**src/rtl/time_tmr_pkg.sv**
```systemverilog
// Shared types and constants for the time-redundant (TMR) dispatch logic.
package time_tmr_pkg;

    localparam int unsigned NumReplicas = 3;

    typedef logic [7:0] credit_t;

    typedef enum logic [1:0] {
        IDLE = 2'd0,
        REP1 = 2'd1,
        REP2 = 2'd2
    } dispatch_state_e;

endpackage

```
**src/rtl/time_tmr_credit_cnt.sv**
```systemverilog
// Per-group credit counter: take consumes a credit, give returns one, saturating at MaxCredit.
module time_tmr_credit_cnt
    import time_tmr_pkg::*;
#(
    parameter credit_t MaxCredit = credit_t'(3)
) (
    input  logic    clk_i,
    input  logic    rst_ni,
    input  logic    take_i,
    input  logic    give_i,
    output credit_t count_o,
    output logic    max_o
);

    credit_t count_q, count_d;

    // A simultaneous take and give cancel; a give while full is dropped.
    always_comb begin
        count_d = count_q;
        if (take_i && !give_i) begin
            count_d = count_q - credit_t'(1);
        end else if (give_i && !take_i && (count_q < MaxCredit)) begin
            count_d = count_q + credit_t'(1);
        end
    end

    always_ff @(posedge clk_i or negedge rst_ni) begin
        if (!rst_ni) begin
            count_q <= MaxCredit;
        end else begin
            count_q <= count_d;
        end
    end

    assign count_o = count_q;
    assign max_o   = (count_q == MaxCredit);

endmodule

```
**src/rtl/time_tmr_opgroup_dispatch.sv**
```systemverilog
// Credit-based dispatcher steering items (or whole replica triplets) to operation groups.
// Optional lock timeout is enabled by defining TIME_TMR_DISPATCH_TIMEOUT_EN.
//
// state | meaning
// IDLE  | no triplet open; new item needs 3 credits (enable_i=1) or 1 credit (enable_i=0)
// REP1  | first replica accepted; only the same group/ID may follow
// REP2  | second replica accepted; the next matching item closes the triplet
module time_tmr_opgroup_dispatch
    import time_tmr_pkg::*;
#(
    parameter int unsigned                   NumOpgroups    = 3,
    parameter logic [NumOpgroups-1:0][7:0]   OpgroupCredits = {8'd4, 8'd3, 8'd3},
    parameter int unsigned                   IDSize         = 9,
    parameter type                           DataType       = logic [7:0],
    parameter int unsigned                   LockTimeout    = 60,
    localparam int unsigned                  OpW            = (NumOpgroups > 1) ? $clog2(NumOpgroups) : 1
) (
    input  logic                   clk_i,
    input  logic                   rst_ni,
    input  logic                   enable_i,
    input  DataType                data_i,
    input  logic [IDSize-1:0]      id_i,
    input  logic [OpW-1:0]         operation_i,
    input  logic                   valid_i,
    output logic                   ready_o,
    output logic [NumOpgroups-1:0] opgrp_valid_o,
    input  logic [NumOpgroups-1:0] opgrp_ready_i,
    output DataType                opgrp_data_o,
    output logic [IDSize-1:0]      opgrp_id_o,
    input  logic [NumOpgroups-1:0] opgrp_retire_i,
    output logic                   busy_o,
    output logic                   fault_o
);

    dispatch_state_e state_q, state_d;
    logic [OpW-1:0]    grp_q, grp_d;
    logic [IDSize-1:0] id_q, id_d;

    credit_t                credit [NumOpgroups];
    logic [NumOpgroups-1:0] credit_full;
    logic [NumOpgroups-1:0] take;

    credit_t sel_credit;
    credit_t need_credit;
    logic    sel_ready;
    logic    op_hit;
    logic    lock_match;
    logic    allow;
    logic    handshake;
    logic    tmo_hit;

    for (genvar g = 0; g < NumOpgroups; g++) begin : g_credit
        time_tmr_credit_cnt #(
            .MaxCredit (OpgroupCredits[g])
        ) u_credit_cnt (
            .clk_i   (clk_i),
            .rst_ni  (rst_ni),
            .take_i  (take[g]),
            .give_i  (opgrp_retire_i[g]),
            .count_o (credit[g]),
            .max_o   (credit_full[g])
        );
    end

    // Operation codes beyond the last group select nothing and are never accepted.
    always_comb begin
        op_hit     = 1'b0;
        sel_credit = '0;
        sel_ready  = 1'b0;
        for (int g = 0; g < NumOpgroups; g++) begin
            if (operation_i == OpW'(g)) begin
                op_hit     = 1'b1;
                sel_credit = credit[g];
                sel_ready  = opgrp_ready_i[g];
            end
        end
    end

    assign lock_match  = (operation_i == grp_q) && (id_i == id_q);
    assign need_credit = enable_i ? credit_t'(NumReplicas) : credit_t'(1);

    always_comb begin
        allow = 1'b0;
        if (state_q == IDLE) begin
            allow = op_hit && (sel_credit >= need_credit);
        end else begin
            allow = lock_match;
        end
    end

    assign ready_o   = sel_ready & allow;
    assign handshake = valid_i & ready_o;

    always_comb begin
        opgrp_valid_o = '0;
        take          = '0;
        for (int g = 0; g < NumOpgroups; g++) begin
            opgrp_valid_o[g] = valid_i & allow & (operation_i == OpW'(g));
            take[g]          = handshake & (operation_i == OpW'(g));
        end
    end

    assign opgrp_data_o = data_i;
    assign opgrp_id_o   = id_i;

    always_comb begin
        state_d = state_q;
        grp_d   = grp_q;
        id_d    = id_q;
        fault_o = 1'b0;
        unique case (state_q)
            IDLE: begin
                if (handshake && enable_i) begin
                    state_d = REP1;
                    grp_d   = operation_i;
                    id_d    = id_i;
                end
            end
            REP1, REP2: begin
                // A foreign item breaks the triplet; it is retried from IDLE next cycle.
                if (valid_i && !lock_match) begin
                    fault_o = 1'b1;
                    state_d = IDLE;
                end else if (handshake) begin
                    state_d = (state_q == REP1) ? REP2 : IDLE;
                end else if (tmo_hit) begin
                    fault_o = 1'b1;
                    state_d = IDLE;
                end
            end
            default: state_d = IDLE;
        endcase
    end

`ifdef TIME_TMR_DISPATCH_TIMEOUT_EN
    localparam int unsigned TmoW = $clog2(LockTimeout + 1);

    logic [TmoW-1:0] tmo_q, tmo_d;

    // tmo_q counts completed waiting cycles; the LockTimeout-th waiting cycle faults.
    assign tmo_hit = (state_q != IDLE) && !handshake && (tmo_q == TmoW'(LockTimeout - 1));

    always_comb begin
        tmo_d = tmo_q + TmoW'(1);
        if ((state_d == IDLE) || handshake) begin
            tmo_d = '0;
        end
    end

    always_ff @(posedge clk_i or negedge rst_ni) begin
        if (!rst_ni) begin
            tmo_q <= '0;
        end else begin
            tmo_q <= tmo_d;
        end
    end
`else
    assign tmo_hit = 1'b0;
`endif

    always_ff @(posedge clk_i or negedge rst_ni) begin
        if (!rst_ni) begin
            state_q <= IDLE;
            grp_q   <= '0;
            id_q    <= '0;
        end else begin
            state_q <= state_d;
            grp_q   <= grp_d;
            id_q    <= id_d;
        end
    end

    assign busy_o = (state_q != IDLE) | ~(&credit_full);

endmodule

```
**config.mk**
```make
export PLATFORM = sky130hd
export DESIGN_NAME = time_tmr_opgroup_dispatch
export DESIGN_NICKNAME = d
export VERILOG_FILES = /design/src/rtl/time_tmr_pkg.sv /design/src/rtl/time_tmr_credit_cnt.sv /design/src/rtl/time_tmr_opgroup_dispatch.sv
export SDC_FILE = /design/constraint.sdc
export NUM_CORES = 1
export LEC_CHECK = 0
export BUFFER_PORTS_ARGS = -buffer_cell sky130_fd_sc_hd__clkbuf_2
export CORE_ASPECT_RATIO = 1.2
export CORE_MARGIN = 10
export CORE_UTILIZATION = 45
export CTS_BUF_LIST = sky130_fd_sc_hd__clkbuf_4 sky130_fd_sc_hd__clkbuf_8
export DETAILED_ROUTE_END_ITERATION = 12
export PLACE_DENSITY = 0.68
export SLEW_MARGIN = 5
export SYNTH_ARGS = -nofsm -noshare
export SYNTH_HDL_FRONTEND = slang
export SYNTH_HIERARCHICAL = 1
export SYNTH_SLANG_ARGS = --single-unit
```
**constraint.sdc**
```tcl
create_clock -name clk_i -period 4 [get_ports clk_i]
set_clock_uncertainty 0.15 [all_clocks]
set_input_delay 0.8 -clock clk_i [delete_from_list [all_inputs] [get_ports clk_i]]
set_output_delay 0.8 -clock clk_i [all_outputs]
set_load 0.005 [all_outputs]
```
==> impl_results.rst <==
.. list-table::
   :header-rows: 1

   * - Metric
     - Value
   * - Core Util, Final
     - 0.508
   * - Final setup violation count
     - 0
   * - Floorplan row count
     - 29
   * - Number of resized instances in the post-cts repair step
     - 0
   * - Clock-pin slew reported for the worst setup and hold paths after clock tree synthesis
     - approximately 0.080 ns
   * - Number of design rule violations left after detail routing
     - 0
   * - Critical Path Source Type
     - primary input
   * - Slowest stage cell, crit path
     - sky130_fd_sc_hd__o21ai_0
   * - Max Cap Viol
     - 0
   * - Number of top-level pins
     - between 50 and 60
   * - Number of detailed-route iterations in the first pass
     - 4
   * - Number of violations reported at the end of detailed-routing iteration 0
     - 68
   * - Vias in the first global route
     - 1,751
   * - Power per standard cell area
     - 625 nW/um^2
   * - Floorplan die area
     - 8730 sq um
   * - Distinct cells, synth
     - 46
   * - Worst hold path class
     - reg2reg
   * - Main combinational cell family by area after synthesis
     - simple AND/OR/NAND/NOR gates
   * - Net count, final
     - 283
   * - Global-route wire length before repair
     - between 8 and 9 mm
   * - Share of the yosys chip area belonging to registers
     - 0.385
   * - Placed instance area
     - ~2500 sq um
   * - Maximum number of pins on one net before global-route repair
     - 38
   * - Mux cell area share after synthesis
     - 0.0853
   * - Gate count of the mapped netlist
     - ~220
   * - Maximum clock frequency
     - 277 MHz
   * - Effective utilization at floorplan
     - 0.460
   * - Clk root buf
     - sky130_fd_sc_hd__clkbuf_8
   * - Final-report hold violation count
     - 0
   * - Wire length reported by the detailed router
     - around 4.7 mm
   * - Final-report max-slew violation count
     - 0
   * - Vert. Die Dim
     - approximately 100 microns
   * - Leakage power
     - 1.30 nW
   * - Number of buffers added on ports
     - 35
   * - Count of state elements after synthesis
     - 37
   * - Post-synth EDFFs
     - 0
   * - Ys flop type
     - sky130_fd_sc_hd__dfrtp_1
   * - Routed vias
     - about 1,700
   * - CTS max path bufs
     - 2
   * - Run status
     - finished, final reports clean
   * - Number of CTS-inserted buffers
     - 5
   * - Number of buffers added to fix hold violations after cts
     - 0
   * - Time the worst path needs with I/O delays and setup
     - 3.61 ns
   * - Worst skew pair latency
     - just under 0.3 ns
   * - Clock tree from TritonCTS
     - done
   * - Multi-input gate area
     - about 1300 sq um
   * - Wire per inst
     - 15.2 microns
   * - Synthesized cell area
     - 2420 sq um
   * - RSZ-0062 raised after global routing
     - no
   * - Placed wire-length estimate after detailed placement
     - 3.67 mm
   * - Endpoint class of the critical path
     - output port
   * - Average size of a mapped cell
     - between 10 and 15 sq um
   * - Share of flip-flops with an asynchronous set or reset
     - 1.00
   * - Peak supply drop
     - slightly below 300 uV
   * - Width of the die
     - about 87 microns
   * - Slowest stage delay, CP
     - around 0.35 ns
   * - Adder-cell area share of the yosys netlist
     - 0.0413
   * - Area growth from synthesis to final layout
     - 10.5%
   * - Post-synthesis share of cell area spent on and, or, nand and nor gates
     - 0.199
   * - Area occupied by registers
     - a little over 900 sq um
   * - Last weighted congestion value of the routability-driven placer
     - ~0.84
   * - Arrival time of data at the critical path endpoint
     - 2.66 ns
   * - Max-slew headroom at the worst pin
     - 0.391
   * - Transition time at the pin with the least slew margin
     - slightly above 0.9 ns
   * - Register-to-register setup slack
     - ~0.72 ns
   * - Hold_ws
     - approximately 0.36 ns
   * - Diodes inserted
     - 0
   * - Area of the core
     - approximately 5300 sq um
   * - Kind of critical path
     - in2out
   * - Total number of clock tree sinks
     - 37
   * - Final cell count without fillers
     - slightly above 300
   * - Number of post-CTS setup repair buffers
     - 0
   * - Share of the synthesized netlist area taken by xor and xnor gates
     - 0.127
   * - H-tree levels
     - 2
   * - Critical path data required time
     - between 3 and 4 ns
   * - Setup_tns
     - 0 ns
   * - Critical path, cell by cell
     - clkbuf_2, mux2i_1, o21ai_0, ha_1, a2111oi_4, a21oi_1, o21ai_0, nor2_1, clkbuf_2
   * - Nets in the synthesized netlist
     - 260
   * - Synth Warn #
     - 6
   * - Global Route Usage Sum
     - 0.112
   * - Leftover overflow at the end of global routing
     - 0
   * - Initial antenna violation count
     - 0
   * - Final design instance area without fill
     - around 2700 sq um
   * - DR vias/cell
     - 5.40
   * - Synthesized-area fraction occupied by ao, oa, aoi and oai cells
     - 0.0899
   * - Filler cell count in the final layout
     - 491
   * - Max FO, Critical Path
     - 16
   * - Period Utilization, post-route
     - 0.902
   * - Fraction of layout cells with a size suffix above 1
     - 0.291
   * - Cell total after placement
     - 301
   * - Number of routed nets with antenna violations
     - 0
==> path summary, 6_finish.rpt <==
kind | startpoint | end | cells past startpoint
hold reg to reg | id_q[6] | id_q[6] | 1
hold / removal | id_q[6] | id_q[6] | 1
setup / recovery | operation_i[1] | opgrp_valid_o[2] | 9
setup reg to reg | g_credit[2].u_credit_cnt/count_o[6] | g_credit[0].u_credit_cnt/count_o[2] | 12
max in group asynchronous | rst_ni | g_credit[0].u_credit_cnt/count_o[4] | 1
min in group asynchronous | rst_ni | g_credit[1].u_credit_cnt/count_o[6] | 1
==> per-stage QoR <==
stage                     total power [mW]  setup slack, ns
after detailed placement              1.30           0.0833
final                                 1.67            0.391
after floorplan                       1.15            0.514
after global routing                  1.80            0.138
after global placement                1.28            0.282
after CTS                             1.69            0.382
==> critical path: cells and delay by family <==
kind	cells	cell delay [ns]
simple gates	1	0.10
fa+ha+maj	1	0.22
buf+inv	2	0.43
mux	1	0.24
compound gates	4	0.87
==> cell usage after synthesis, drive strengths merged, types with 2 or more instances <==
cell,number,share of area
buf,21,0.063
or4,2,0.0093
dfrtp,32,0.33
mux2,15,0.073
and3,2,0.0052
xnor2,9,0.033
a211oi,3,0.011
xor2,26,0.094
mux2i,3,0.012
nand2b,4,0.010
o21ai,4,0.0083
a21boi,2,0.0093
ha,8,0.041
nor2,16,0.025
inv,6,0.0093
dfstp,5,0.054
and3b,2,0.0072
or3,3,0.0078
nor4,14,0.054
nand2,10,0.016
nor3,15,0.044
nand3,2,0.0041
o2bb2ai,2,0.0072
a21oi,2,0.0041
a41o,2,0.0093
==> final cells by class <==
cell class              instances  area share
repair buffers                 37      0.0711
clock buffers                   5      0.0257
flip-flops and latches         37       0.348
multi-input cells             159       0.493
inverters                       6     0.00842
clock inverters                 3      0.0243
well taps                      62      0.0290
==> power breakdown <==
part           switching, mW  internal [mW]  total (mW)
sequential             0.177          0.529       0.706
clock                  0.135          0.248       0.382
combinational          0.274          0.309       0.583
==> cell usage in the layout, fill, tap and decap left out, types with 4 or more instances in the layout <==
| cell | netlist | routed |
|---|---|---|
| sky130_fd_sc_hd__mux2_1 | 12 | 12 |
| sky130_fd_sc_hd__nand2b_1 | 4 | 4 |
| sky130_fd_sc_hd__xnor2_1 | 9 | 9 |
| sky130_fd_sc_hd__xor2_1 | 26 | 26 |
| sky130_fd_sc_hd__clkbuf_8 | 0 | 5 |
| sky130_fd_sc_hd__nor3_1 | 11 | 11 |
| sky130_fd_sc_hd__clkbuf_2 | 0 | 35 |
| sky130_fd_sc_hd__nand2_1 | 10 | 10 |
| sky130_fd_sc_hd__ha_1 | 8 | 8 |
| sky130_fd_sc_hd__dfstp_2 | 5 | 5 |
| sky130_fd_sc_hd__nor4_1 | 10 | 10 |
| sky130_fd_sc_hd__dfrtp_1 | 32 | 32 |
| sky130_fd_sc_hd__inv_1 | 6 | 6 |
| sky130_fd_sc_hd__o21ai_0 | 4 | 4 |
| sky130_fd_sc_hd__nor2_1 | 16 | 16 |
==> logic make-up after synthesis <==
logic type | after synthesis
AOI/OAI and AO/OA | 23
xor gates and xnor gates | 35
adders and majority gates | 8
buffers and inverters | 27
DFF | 37
muxes | 18
and+or+nand+nor | 75
==> flip-flops by register name, summed over array words and instances, names as in the netlist <==
signal,count
grp_q,2
state_q,2
g_credit.u_credit_cnt/count_o,24
id_q,9
==> layer usage <==
metal,up-vias,wire [microns],GRT usage
met2,33,2260,0.190
met3,6,302,0.0389
met5,-,0,0
li1,826,-,-
met4,0,82,0.0487
met1,804,2060,0.123
Note: power is estimated with default switching activity, not from simulation.
